[src/rtl/sram_mem_responder.sv]
// MEM-stage data-memory responder: serves one 32-bit read/write as two 16-bit async SRAM accesses.
// Latency: request in cycle 0 -> ready=1 in cycle 2*WAIT_CYCLES+1 for one cycle, then one IDLE cycle.
// Backpressure: ready is held low while a request is pending or in flight, which freezes the pipeline.
//
// Ports:
//   clk, rst                 clock, synchronous active-high reset
//   wr_en, rd_en             request strobes from MEM stage, held until ready (wr_en wins if both)
//   address, write_data      byte address and store data, latched when the request is accepted
//   read_data, ready         load data and access-complete / idle indication
//   sram_addr                halfword address {word_addr[16:0], half}
//   sram_dq_o/_i/_oe         SRAM data out, data in, output enable
//   sram_we_n                SRAM write strobe, active low
module sram_mem_responder #(
    parameter logic [31:0] BASE_ADDR   = 32'd1024,
    parameter int          WAIT_CYCLES = 5
) (
    input  logic        clk,
    input  logic        rst,
    input  logic        wr_en,
    input  logic        rd_en,
    input  logic [31:0] address,
    input  logic [31:0] write_data,
    output logic [31:0] read_data,
    output logic        ready,
    output logic [17:0] sram_addr,
    output logic [15:0] sram_dq_o,
    input  logic [15:0] sram_dq_i,
    output logic        sram_dq_oe,
    output logic        sram_we_n
);

    typedef enum logic [1:0] {IDLE, LOW, HIGH, DONE} state_t;

    localparam logic [3:0] CNT_LAST = 4'(WAIT_CYCLES - 1);

    state_t      state_q, state_d;
    logic [3:0]  cnt_q, cnt_d;
    logic        is_wr_q, is_wr_d;
    logic [16:0] waddr_q, waddr_d;
    logic [15:0] wdata_hi_q, wdata_hi_d;
    logic [31:0] read_data_q, read_data_d;
    logic [17:0] sram_addr_q, sram_addr_d;
    logic [15:0] sram_dq_o_q, sram_dq_o_d;
    logic        sram_dq_oe_q, sram_dq_oe_d;
    logic        sram_we_n_q, sram_we_n_d;

    // Offset subtraction truncates to 32 bits, so addresses below the base simply wrap.
    logic [31:0] addr_off;
    logic        unused_addr_bits;
    logic        req;
    logic        last;

    assign addr_off         = address - BASE_ADDR;
    assign unused_addr_bits = ^{addr_off[31:19], addr_off[1:0]};
    assign req              = rd_en | wr_en;
    assign last             = (cnt_q == CNT_LAST);

    always_comb begin
        state_d      = state_q;
        cnt_d        = cnt_q;
        is_wr_d      = is_wr_q;
        waddr_d      = waddr_q;
        wdata_hi_d   = wdata_hi_q;
        read_data_d  = read_data_q;
        sram_addr_d  = sram_addr_q;
        sram_dq_o_d  = sram_dq_o_q;
        sram_dq_oe_d = sram_dq_oe_q;
        sram_we_n_d  = sram_we_n_q;

        case (state_q)
            IDLE: begin
                if (req) begin
                    // Latch the whole request here; later input changes are ignored.
                    state_d      = LOW;
                    cnt_d        = 4'd0;
                    is_wr_d      = wr_en;
                    waddr_d      = addr_off[18:2];
                    wdata_hi_d   = write_data[31:16];
                    sram_addr_d  = {addr_off[18:2], 1'b0};
                    sram_dq_o_d  = write_data[15:0];
                    sram_dq_oe_d = wr_en;
                    sram_we_n_d  = ~wr_en;
                end
            end
            LOW: begin
                if (last) begin
                    state_d     = HIGH;
                    cnt_d       = 4'd0;
                    sram_addr_d = {waddr_q, 1'b1};
                    sram_dq_o_d = wdata_hi_q;
                    if (!is_wr_q) begin
                        read_data_d[15:0] = sram_dq_i;
                    end
                end else begin
                    cnt_d = cnt_q + 4'd1;
                end
            end
            HIGH: begin
                if (last) begin
                    state_d      = DONE;
                    cnt_d        = 4'd0;
                    sram_dq_oe_d = 1'b0;
                    sram_we_n_d  = 1'b1;
                    if (!is_wr_q) begin
                        read_data_d[31:16] = sram_dq_i;
                    end
                end else begin
                    cnt_d = cnt_q + 4'd1;
                end
            end
            DONE: begin
                // Always pass through IDLE so a held request is re-sampled there.
                state_d = IDLE;
                cnt_d   = 4'd0;
            end
            default: begin
                state_d = IDLE;
                cnt_d   = 4'd0;
            end
        endcase
    end

    always_ff @(posedge clk) begin
        if (rst) begin
            state_q      <= IDLE;
            cnt_q        <= 4'd0;
            is_wr_q      <= 1'b0;
            waddr_q      <= 17'd0;
            wdata_hi_q   <= 16'd0;
            read_data_q  <= 32'd0;
            sram_addr_q  <= 18'd0;
            sram_dq_o_q  <= 16'd0;
            sram_dq_oe_q <= 1'b0;
            sram_we_n_q  <= 1'b1;
        end else begin
            state_q      <= state_d;
            cnt_q        <= cnt_d;
            is_wr_q      <= is_wr_d;
            waddr_q      <= waddr_d;
            wdata_hi_q   <= wdata_hi_d;
            read_data_q  <= read_data_d;
            sram_addr_q  <= sram_addr_d;
            sram_dq_o_q  <= sram_dq_o_d;
            sram_dq_oe_q <= sram_dq_oe_d;
            sram_we_n_q  <= sram_we_n_d;
        end
    end

    // A request seen in IDLE pulls ready low in the same cycle.
    assign ready      = (state_q == DONE) | ((state_q == IDLE) & ~req);
    assign read_data  = read_data_q;
    assign sram_addr  = sram_addr_q;
    assign sram_dq_o  = sram_dq_o_q;
    assign sram_dq_oe = sram_dq_oe_q;
    assign sram_we_n  = sram_we_n_q;

endmodule

[config.mk]
export PLATFORM = sky130hd
export DESIGN_NAME = sram_mem_responder
export DESIGN_NICKNAME = d
export VERILOG_FILES = /design/src/rtl/sram_mem_responder.sv
export SDC_FILE = /design/constraint.sdc
export NUM_CORES = 1
export LEC_CHECK = 0
export ABC_AREA = 0
export BUFFER_PORTS_ARGS = -buffer_cell sky130_fd_sc_hd__buf_2
export CAP_MARGIN = 25
export CORE_UTILIZATION = 35
export DETAILED_ROUTE_END_ITERATION = 16
export REMOVE_ABC_BUFFERS = 1
export SETUP_SLACK_MARGIN = 0.4
export SLEW_MARGIN = 0
export SYNTH_ARGS = -nofsm -noshare
export SYNTH_HDL_FRONTEND = slang
export SYNTH_SLANG_ARGS = --single-unit
[constraint.sdc]
create_clock -name clk -period 2.2 [get_ports clk]
set_input_delay 0.33 -clock clk [delete_from_list [all_inputs] [get_ports clk]]
set_output_delay 0.33 -clock clk [all_outputs]
set_load 0.005 [all_outputs]
# After elaboration in Yosys (flattened, before gate mapping)
# Index checks and enable logic that the tools add are counted.
# word_totals
ff_bits	108
inputBits	84
out_inout_bits	69
elab_cells	55
# classes
addsub	2
eq_ne	7
mux	19
bitwise_logic	6
reduce_logical	10
# ops
op	n
18-bit two-way mux	2
18-bit one-hot mux with 2 select lines	1
16-bit two-way mux	2
16-bit one-hot mux with 2 select lines	1
19-bit by 11-bit subtractor with 19-bit output, second input constant	1
3-bit AND reduction	5
4-bit one-hot mux with 3 select lines	1
4-bit two-way mux	2
2-bit one-hot mux with 4 select lines	1
2-bit two-way mux	3
2-bit inequality test, second input constant	3
4-bit by 1-bit adder with 4-bit output, second input constant	1
2-bit == test, second input constant	2
4-bit by 3-bit == test with 1-bit output, second input constant	1
1-bit two-way mux	4
1-bit one-hot mux with 2 select lines	2
2-bit nonzero test	2
1-bit NOT	3
2-bit by 1-bit == test with 1-bit output, second input constant	1
2-bit zero test	1
1-bit OR	2
2-bit AND reduction	1
2-bit OR reduction	1
1-bit bitwise AND	1

# Longest topological paths before layout
# Gate-level depths: netlist of run 1.
# depth
depth_word	4
depth_mapped	9

# Least setup slack after synthesis of run 1
# OpenSTA, ideal clock, no wires.
# synth_path
path_kind	reg2reg
start	register state_q[0]
end	register sram_addr_q[16] (netlist: sram_addr[16])
setup_time_ns	0.122
t_arrival_ns	1.658
path_slack_ns	0.421
path_stages_with_launch	9
path_buffers	2
path_cell_list	dfxtp_1 -> inv_1 -> ha_1 -> buf_2 -> nand2b_1 -> a22o_1 -> buf_6 -> and3_1 -> a221o_1
# synth_between
elab_chain_cells	3
elab_cells_between_ends	7
# synth_lines
item	line_no	source
from (decl)	36	state_t state_q, state_d;
from (signal assigned)	136	state_q <= state_d;
2-bit by 1-bit == test with 1-bit output / 2-bit zero test (equally long branches)	70	case (state_q)
2-bit inequality test (no source line) / 2-bit nonzero test (equally long branches)	--	
3-bit AND reduction (no source line)	--	
to (signal assigned)	142	sram_addr_q <= sram_addr_d;
to (decl)	42	logic [17:0] sram_addr_q, sram_addr_d;
# Parallel ways exist; a longest one is shown, timed or not.
# A chain may end at the register's enable or synchronous reset.

# Final worst setup path of run 1
# layout_path
start	register state_q[0]
end	output port ready
# layout_between
elab_chain_cells	3
elab_cells_between_ends	4
# layout_lines
item	line_no	source
2-bit zero test	150	assign ready = (state_q == DONE) | ((state_q == IDLE) & ~req);
1-bit bitwise AND	150	
1-bit OR (*)	150	
to (decl)	24	output logic ready,
# Every way passes the cells marked *; elsewhere a longest branch is shown, timed or not.

==> run summary, run 1 <==
Synthesized area: 4530 um2
Total power: 0.00727 W
Synth Warn #: 0
Layout net count: 769
Hold Path Depth: 2
Synth Register Bits: 108
Area contributors post-synth: dfxtp_1, nand2_1, a21oi_1
Critical-path top delay cell: or3b_4
Via count: 4,177
Setup slack, reg-to-reg: 0.46 ns
WS Path Type: reg2out
First drt pass iteration count: 4
FILL cells: 1,287
Post-placement cell count: 823
Setup TNS: 0 ns
Worst EP arrival: 1.48 ns
Max-cap violations: 0
Syn_area_per_cell: 8.38 um2
P&R area growth vs syn: 28.7%
Worst hold start: address[10]
RSZ-0062 raised after global routing: true
Placer Congestion: 0.727
Clock sink count: 108
Synth cell types: 46
Static leakage: 2.49 nW
Most common cell after layout, fill and taps aside: nand2_1
Die area: 13,400 um2
Post-Syn Instances: 540
R2R Path Start: cnt_q[0]
Clock skew: 0.00516 ns
Root Driver: clkbuf_16
Slew margin rel.: 0.649
CTS buffer count: 9
# IOs: 153
Max Clk Rate: 0.552 GHz
Antenna viol nets, final: 0
Final wirelength: 12.2 mm
CTS tree: built
Initial Utilization: 0.359
VDD IR-drop max: 637 uV
Yosys top cell area share: 0.478
Cell area after layout: 5820 um2
N_diodes: 0
DR vias/cell: 4.90
Worst-skew pair later-pin latency: 0.35 ns
Final hold viol count: 0
Vias in the first global route: 3,965
Crit end category: output port
# DRC: 0
CP max FO: 4
Reg2Reg Capture Point: read_data[5]
Die H: 116 um
Most frequent cells in the layout: nand2_1, buf_2, dfxtp_1
Status: finished clean
Synth area leader: dfxtp_1
Worst Hold End: waddr_q[8]
CP Data Required Time: 1.87 ns
Critical path, cell by cell: inv_4 > ha_4 > or3b_4 > nand2b_1 > buf_2
Startpoint types: register
First-pass GRT wire length: 19.0 mm
Worst Reg-to-Reg Cells: 6
Initial antenna violation count: 0
Peak per-stage delay on the critical path: 0.38 ns
Core region area: 12,600 um2
Worst-margin pin slew: 0.527 ns
Register area: 2170 um2
Clk pin slew, worst setup/hold paths: 0.07 ns
Minimum clock period: 1.81 ns
Utilization after layout: 0.462
Final Setup Violations: 0
Die X-Extent: 116 um
DRT iter0 DRCs: 162
Placed Area: 5350 um2
Post-DP HPWL: 7.77 mm
Hold Crit Class: in2reg
Total GRT Usage: 0.182
Clock Tree Buf Depth: 2
Row Count: 41
Fin. max-slew vios: 0
Pwr dens: 1250 nW/um2
Pin count of the biggest net entering global routing: 50
Hold_buf cts: 0
Crit path launch: state_q[0]
Final Cycle Share: 0.823
I/O Buffers: 137
Wire length per cell: 14.3 um
Multi-input gate area: 2190 um2
Total gr overflow: 0
Htree depth: 3
Share of cells above drive strength 1: 0.291
Register area share after synthesis: 0.478
Final instance count without filler cells: 852
stage by stage:
step	worst slack, ns	hold slack, ns
6_report	0.388	0.191
5_1_grt	0.311	0.195
4_1_cts	0.356	0.180
3_5_place_dp	0.179	0.443
3_3_place_gp	0.223	0.438
2_1_floorplan	-1.55	0.395
critical path, delay by kind of cell (launching register included):
family	cells	cell delay (ns)
AND/OR/NAND/NOR	2	0.46
adder cells (fa/ha/maj)	1	0.14
flip-flops	1	0.35
buffers and inverters	2	0.18
power breakdown:
| group | internal (W) | total [W] | switching, W |
|---|---|---|---|
| clock network | 0.000785 | 0.00147 | 0.000685 |
| logic | 0.00142 | 0.00318 | 0.00176 |
| registers | 0.00240 | 0.00262 | 0.000216 |
state kept, by name, summed over array words and instances (netlist names):
name        count
state_q         2
read_data      32
waddr_q        17
wdata_hi_q     16
is_wr_q         1
cnt_q           4
sram_we_n       1
sram_addr      18
sram_dq_o      16
sram_dq_oe      1
Yosys cell counts (all sizes together):
master     n
inv       10
a211oi    30
a2bb2oi    1
nand3b     5
a22oi      1
and3b      1
buf       21
nor3b      7
nor2      39
nor4       2
xnor2      2
nand2    138
nand3      3
xor2       5
dfxtp    108
o21ai     15
nand2b     4
o21a       3
a21o       1
and2       1
a21oi     73
or3b       1
o41ai      1
and3       3
a31oi      1
nor3       3
or4        1
mux2i     27
clkbuf    18
ha         8
o211ai     2
a221o      1
a22o       1
or4b       1
nor2b      1
a221oi     1
worst max-delay path by stage:
stage                     to  slack [ns]  depth (start not counted)
2_1_floorplan  sram_addr[15]       -1.55                          6
3_3_place_gp   sram_addr[16]        0.22                          6
3_5_place_dp   sram_addr[16]        0.18                          6
4_1_cts                ready        0.36                          5
5_1_grt        read_data[14]        0.31                          6
6_report               ready        0.39                          5
layout make-up:
class	instances	share of cell area
well taps	172	0.0369
multi-input cells	383	0.376
inverters	10	0.00687
repair buffers	165	0.164
flip-flops and latches	108	0.372
clock inverters	2	0.00215
clock buffers	12	0.0423
layer usage:
layer / up-vias / part of all wire / routed length [um] / global-route usage
met1: 1944 / 0.45 / 5510 / 0.214
met5: - / 0 / 0 / 0
li1: 2104 / - / - / -
met2: 116 / 0.46 / 5630 / 0.308
met3: 13 / 0.075 / 916 / 0.0717
met4: 0 / 0.011 / 135 / 0.0530
what timing repair did:
| action | CTS | global route |
|---|---|---|
| buffers inserted | 12 | 1 |
| endpoints found under the hold margin | 0 | 0 |
| pin swaps | 2 | 1 |
| endpoints found under the setup margin | 38 | 46 |
| gates resized for setup | 11 | 8 |
| gates cloned | 1 | 1 |
logic make-up after synthesis:
| logic type | after synthesis | synth area share |
|---|---|---|
| and+or+nand+nor | 210 | 0.203 |
| AOI/OAI and AO/OA | 131 | 0.173 |
| DFF | 108 | 0.478 |
| buffers and inverters | 49 | 0.0509 |
| muxes | 27 | 0.0597 |
| adders and majority gates | 8 | 0.0221 |
| xor gates and xnor gates | 7 | 0.0135 |
No activity file was read; power rests on OpenSTA's default activity.
==> inputs of run 2 (changes only) <==
clock period = 1.5 ns   (was 2.2 ns; I/O delays follow)
==> run summary, run 2 (synthesized netlist as in run 1, its figures left out) <==
Status: finished, violations left
Failing checks: setup timing
Hold Crit Class: in2reg
Slew margin rel.: 0.701
Clk pin slew, worst setup/hold paths: 0.07 ns
Post-route worst setup slack: -0.265 ns
Initial antenna violation count: 0
Startpoint types: register
Total gr overflow: 0
Placer Congestion: 0.756
N_diodes: 0
Final instance count without filler cells: 921
# IOs: 153
Pin count of the biggest net entering global routing: 71
Static leakage: 3.34 nW
Crit end category: output port
Pwr dens: 2130 nW/um2
I/O Buffers: 137
RSZ-0062 raised after global routing: true
Vias in the first global route: 4,648
Wire length per cell: 17.5 um
Max Clk Rate: 0.566 GHz
Clock sink count: 108
Via count: 4,736
FILL cells: 1,069
Fin. max-slew vios: 0
Row Count: 41
Htree depth: 3
Setup TNS: -13.32 ns
Max-cap violations: 0
DR vias/cell: 5.14
Share of cells above drive strength 1: 0.614
Antenna viol nets, final: 0
Multi-input gate area: 3080 um2
First-pass GRT wire length: 24.0 mm
Core region area: 12,600 um2
# DRC: 0
Final wirelength: 16.1 mm
Die area: 13,400 um2
Final Setup Violations: 98
Die X-Extent: 116 um
Critical path, cell by cell: inv_4 > ha_4 > or3b_4 > nand2b_1 > buf_2
Setup slack, reg-to-reg: -0.25 ns
Post-placement cell count: 847
WS Path Type: reg2out
Minimum clock period: 1.77 ns
Worst-margin pin slew: 0.445 ns
Max reg flops: 32
Layout net count: 836
Final Cycle Share: 1.18
Total GRT Usage: 0.236
Most frequent cells in the layout: buf_2, nand2_1, dfxtp_1
Peak per-stage delay on the critical path: 0.40 ns
CP Buf/Inv Count: 2
CP max FO: 4
Clock Tree Buf Depth: 2
Worst EP arrival: 1.54 ns
VDD IR-drop max: 1180 uV
Most common cell after layout, fill and taps aside: buf_2
Final hold viol count: 0
Initial Utilization: 0.359
First drt pass iteration count: 4
P&R area growth vs syn: 74.1%
DRT iter0 DRCs: 204
Post-DP HPWL: 8.13 mm
CP Data Required Time: 1.27 ns
CTS buffer count: 9
Root Driver: clkbuf_16
Die H: 116 um
WHS: 0.0869 ns
CTS tree: built
Register area: 2190 um2
Critical-path top delay cell: or3b_4
Worst-skew pair later-pin latency: 0.36 ns
CP delay by family, top: simple AND/OR/NAND/NOR gates
Clock skew: 0.00826 ns
-- run 2: cell types whose count changed in the layout (fill, tap and decap cells not counted), moves of 17 or more --
cell	before	now
a211oi_1	27	7
a211oi_2	3	23
a21oi_1	73	21
a21oi_2	0	50
buf_6	2	24
dfxtp_1	106	87
dfxtp_2	1	21
nand2_1	138	88
nand2_2	0	21
nand2_4	0	29
nor2_1	39	10
nor2_2	0	17
-- run 2: what timing repair did --
action | CTS | global route
endpoints found under the setup margin | 108 | 126
setup buffers | 27 | 12
pin swaps | 82 | 26
cloned | 19 | 0
hold buffers | 0 | 0
gates resized for setup | 236 | 80
-- run 2: final cells by class --
class                      count  area share
multi-input combinational    383       0.391
sequential                   108       0.278
timing repair buffer         232       0.257
clock buffer                  11      0.0308
tap                          172      0.0273
clock inverter                 5      0.0108
inverter                      10     0.00508
-- run 2: worst reg2reg max path: cells and delay by family (launching register included) --
kind / cells / cell delay (ns)
buf+inv: 5 / 0.61
compound gates: 3 / 0.40
flops: 1 / 0.35
fa+ha+maj: 1 / 0.17
simple gates: 1 / 0.15
-- run 2: path summary, 6_finish.rpt --
| check | startpoint | endpoint | cells after the start |
|---|---|---|---|
| worst max register to register | state_q[1] | sram_addr[12] | 10 |
| worst max-delay path | state_q[1] | ready | 5 |
| worst min-delay path | address[10] | waddr_q[8] | 2 |
| worst min register to register | read_data[8] | read_data[8] | 2 |
-- run 2: through the flow --
stage | setup slack [ns] | power [W] | utilization | cell area [um2]
after floorplan | -2.25 | 0.00649 | - | 4330
after global placement | -0.156 | 0.00799 | 0.443 | 5590
after detailed placement | -0.227 | 0.00814 | 0.443 | 5590
after CTS | -0.238 | 0.0159 | 0.592 | 7470
after global routing | -0.368 | 0.0175 | 0.624 | 7880
final | -0.265 | 0.0168 | 0.624 | 7880
-- run 2: routing by layer --
metal,global-route usage,share of wire,vias up
li1,-,-,2251
met1,0.273,0.41,2320
met2,0.422,0.52,147
met3,0.0560,0.056,18
met4,0.0897,0.014,0
met5,0,0,-
-- run 2: where the power goes --
part           switching (W)  internal [W]
combinational        0.00460       0.00554
sequential          0.000440       0.00356
clock                0.00110       0.00152
total                0.00614        0.0106
==> inputs of run 3 (changes only) <==
CORE_MARGIN = 4   (was not set)
==> run summary, run 3 (synthesized netlist as in run 1, its figures left out) <==
Clock sink count: 108
Critical path, cell by cell: inv_4 > ha_4 > or3b_4 > nand2b_1 > buf_2
Multi-input gate area: 2880 um2
Net switching power: 0.00516 W
Status: finished, violations left
DRT iter0 DRCs: 196
Antenna viol nets, final: 0
Clock share of power: 0.166
Worst-margin pin slew: 0.451 ns
Initial antenna violation count: 1
Hold Crit Class: in2reg
N_diodes: 0
Final wirelength: 15.1 mm
Core region area: 12,600 um2
Htree depth: 3
Layout net count: 828
DR vias/cell: 5.09
Int Power: 0.00932 W
Fin. max-slew vios: 0
Flop pwr share: 0.271
CTS tree: built
Failing checks: setup timing
Register area: 2180 um2
I/O Buffers: 137
Net Sw Frac: 0.356
Post-route worst setup slack: -0.242 ns
CP delay by family, top: simple AND/OR/NAND/NOR gates
Vias in the first global route: 4,642
CP Buf/Inv Count: 2
WS Path Type: reg2out
Final Setup Violations: 90
Share of cells above drive strength 1: 0.540
Static leakage: 3.28 nW
First drt pass iteration count: 4
Die area: 14,800 um2
Placed Area: 5610 um2
Slew margin rel.: 0.696
Startpoint types: register
FILL cells: 1,086
Clock skew: 0.00461 ns
Die H: 122 um
Total power: 0.0145 W
Max reg flops: 32
Post-DP HPWL: 8.79 mm
Total GRT Usage: 0.195
Minimum clock period: 1.74 ns
P&R area growth vs syn: 64.5%
Initial Utilization: 0.359
CP max FO: 6
Pin count of the biggest net entering global routing: 34
CP Data Required Time: 1.27 ns
Total gr overflow: 0
Via count: 4,644
Setup TNS: -12.19 ns
Die X-Extent: 122 um
Row Count: 41
Pwr dens: 1940 nW/um2
Clock Tree Buf Depth: 2
Root Driver: clkbuf_16
Max Clk Rate: 0.574 GHz
Most common cell after layout, fill and taps aside: buf_2
Comb power frac: 0.562
Most frequent cells in the layout: buf_2, nand2_1, dfxtp_1
Critical-path top delay cell: or3b_4
Placer Congestion: 0.790
# IOs: 153
Final Cycle Share: 1.16
Wire length per cell: 16.5 um
VDD IR-drop max: 1010 uV
First-pass GRT wire length: 22.9 mm
CTS buffer count: 9
# DRC: 0
Peak per-stage delay on the critical path: 0.39 ns
Worst-skew pair later-pin latency: 0.35 ns
Max-cap violations: 0
Crit end category: output port
Final hold viol count: 0
RSZ-0062 raised after global routing: true
Clk pin slew, worst setup/hold paths: 0.07 ns
Worst EP arrival: 1.52 ns
Hold_buf cts: 0
Cell area after layout: 7450 um2
run 3: power by group through the flow:
stage	clock network (W)	logic, W	registers, W
2_1_floorplan	0	0.00243	0.00406
4_1_cts	0.00247	0.00743	0.00391
3_3_place_gp	0	0.00414	0.00387
6_report	0.00240	0.00814	0.00393
3_5_place_dp	0	0.00425	0.00389
5_1_grt	0.00261	0.00875	0.00401
run 3: worst reg2reg max path, delay by kind of cell, from the launching register on:
kind	cells	cell delay [ns]
buf+inv	6	0.69
simple gates	2	0.30
flops	1	0.34
compound gates	1	0.13
fa+ha+maj	1	0.20
run 3: cell type report:
| cell class | count | share of cell area |
|---|---|---|
| Clock buffer | 12 | 0.0331 |
| Clock inverter | 4 | 0.00655 |
| Inverter | 10 | 0.00571 |
| Multi-Input combinational cell | 383 | 0.387 |
| Sequential cell | 108 | 0.293 |
| Tap cell | 172 | 0.0289 |
| Timing Repair Buffer | 224 | 0.246 |
run 3: metrics by stage:
stage / util / hold slack, ns / setup WS (ns) / cells
4_1_cts: 0.551 / 0.0928 / -0.230 / 903
5_1_grt: 0.590 / 0.0950 / -0.297 / 913
2_1_floorplan: - / 0.290 / -2.25 / 501
6_report: 0.590 / 0.104 / -0.242 / 913
3_5_place_dp: 0.445 / 0.444 / -0.282 / 850
3_3_place_gp: 0.445 / 0.438 / -0.219 / 850
run 3: per-layer routing:
layer	track usage	up-vias	part of all wire	wire length [um]
met2	0.343	138	0.51	7630
met3	0.0659	18	0.069	1040
met4	0.0441	2	0.014	214
met1	0.229	2254	0.41	6200
met5	0	-	0.00046	7
li1	-	2232	-	-
run 3: worst paths after layout:
path / startpoint / to / slack [ns] / depth (start not counted)
max: state_q[1] / ready / -0.24 / 5
min: write_data[19] / wdata_hi_q[3] / 0.10 / 3
max reg2reg: state_q[1] / read_data[9] / -0.23 / 10
min reg2reg: wdata_hi_q[10] / wdata_hi_q[10] / 0.45 / 2
run 3: what timing repair did:
item                                    CTS  global route
buffers inserted                         27             8
gates cloned                             10             2
resized for setup                       145           105
pin swaps                                46            66
endpoints found under the setup margin  110           118
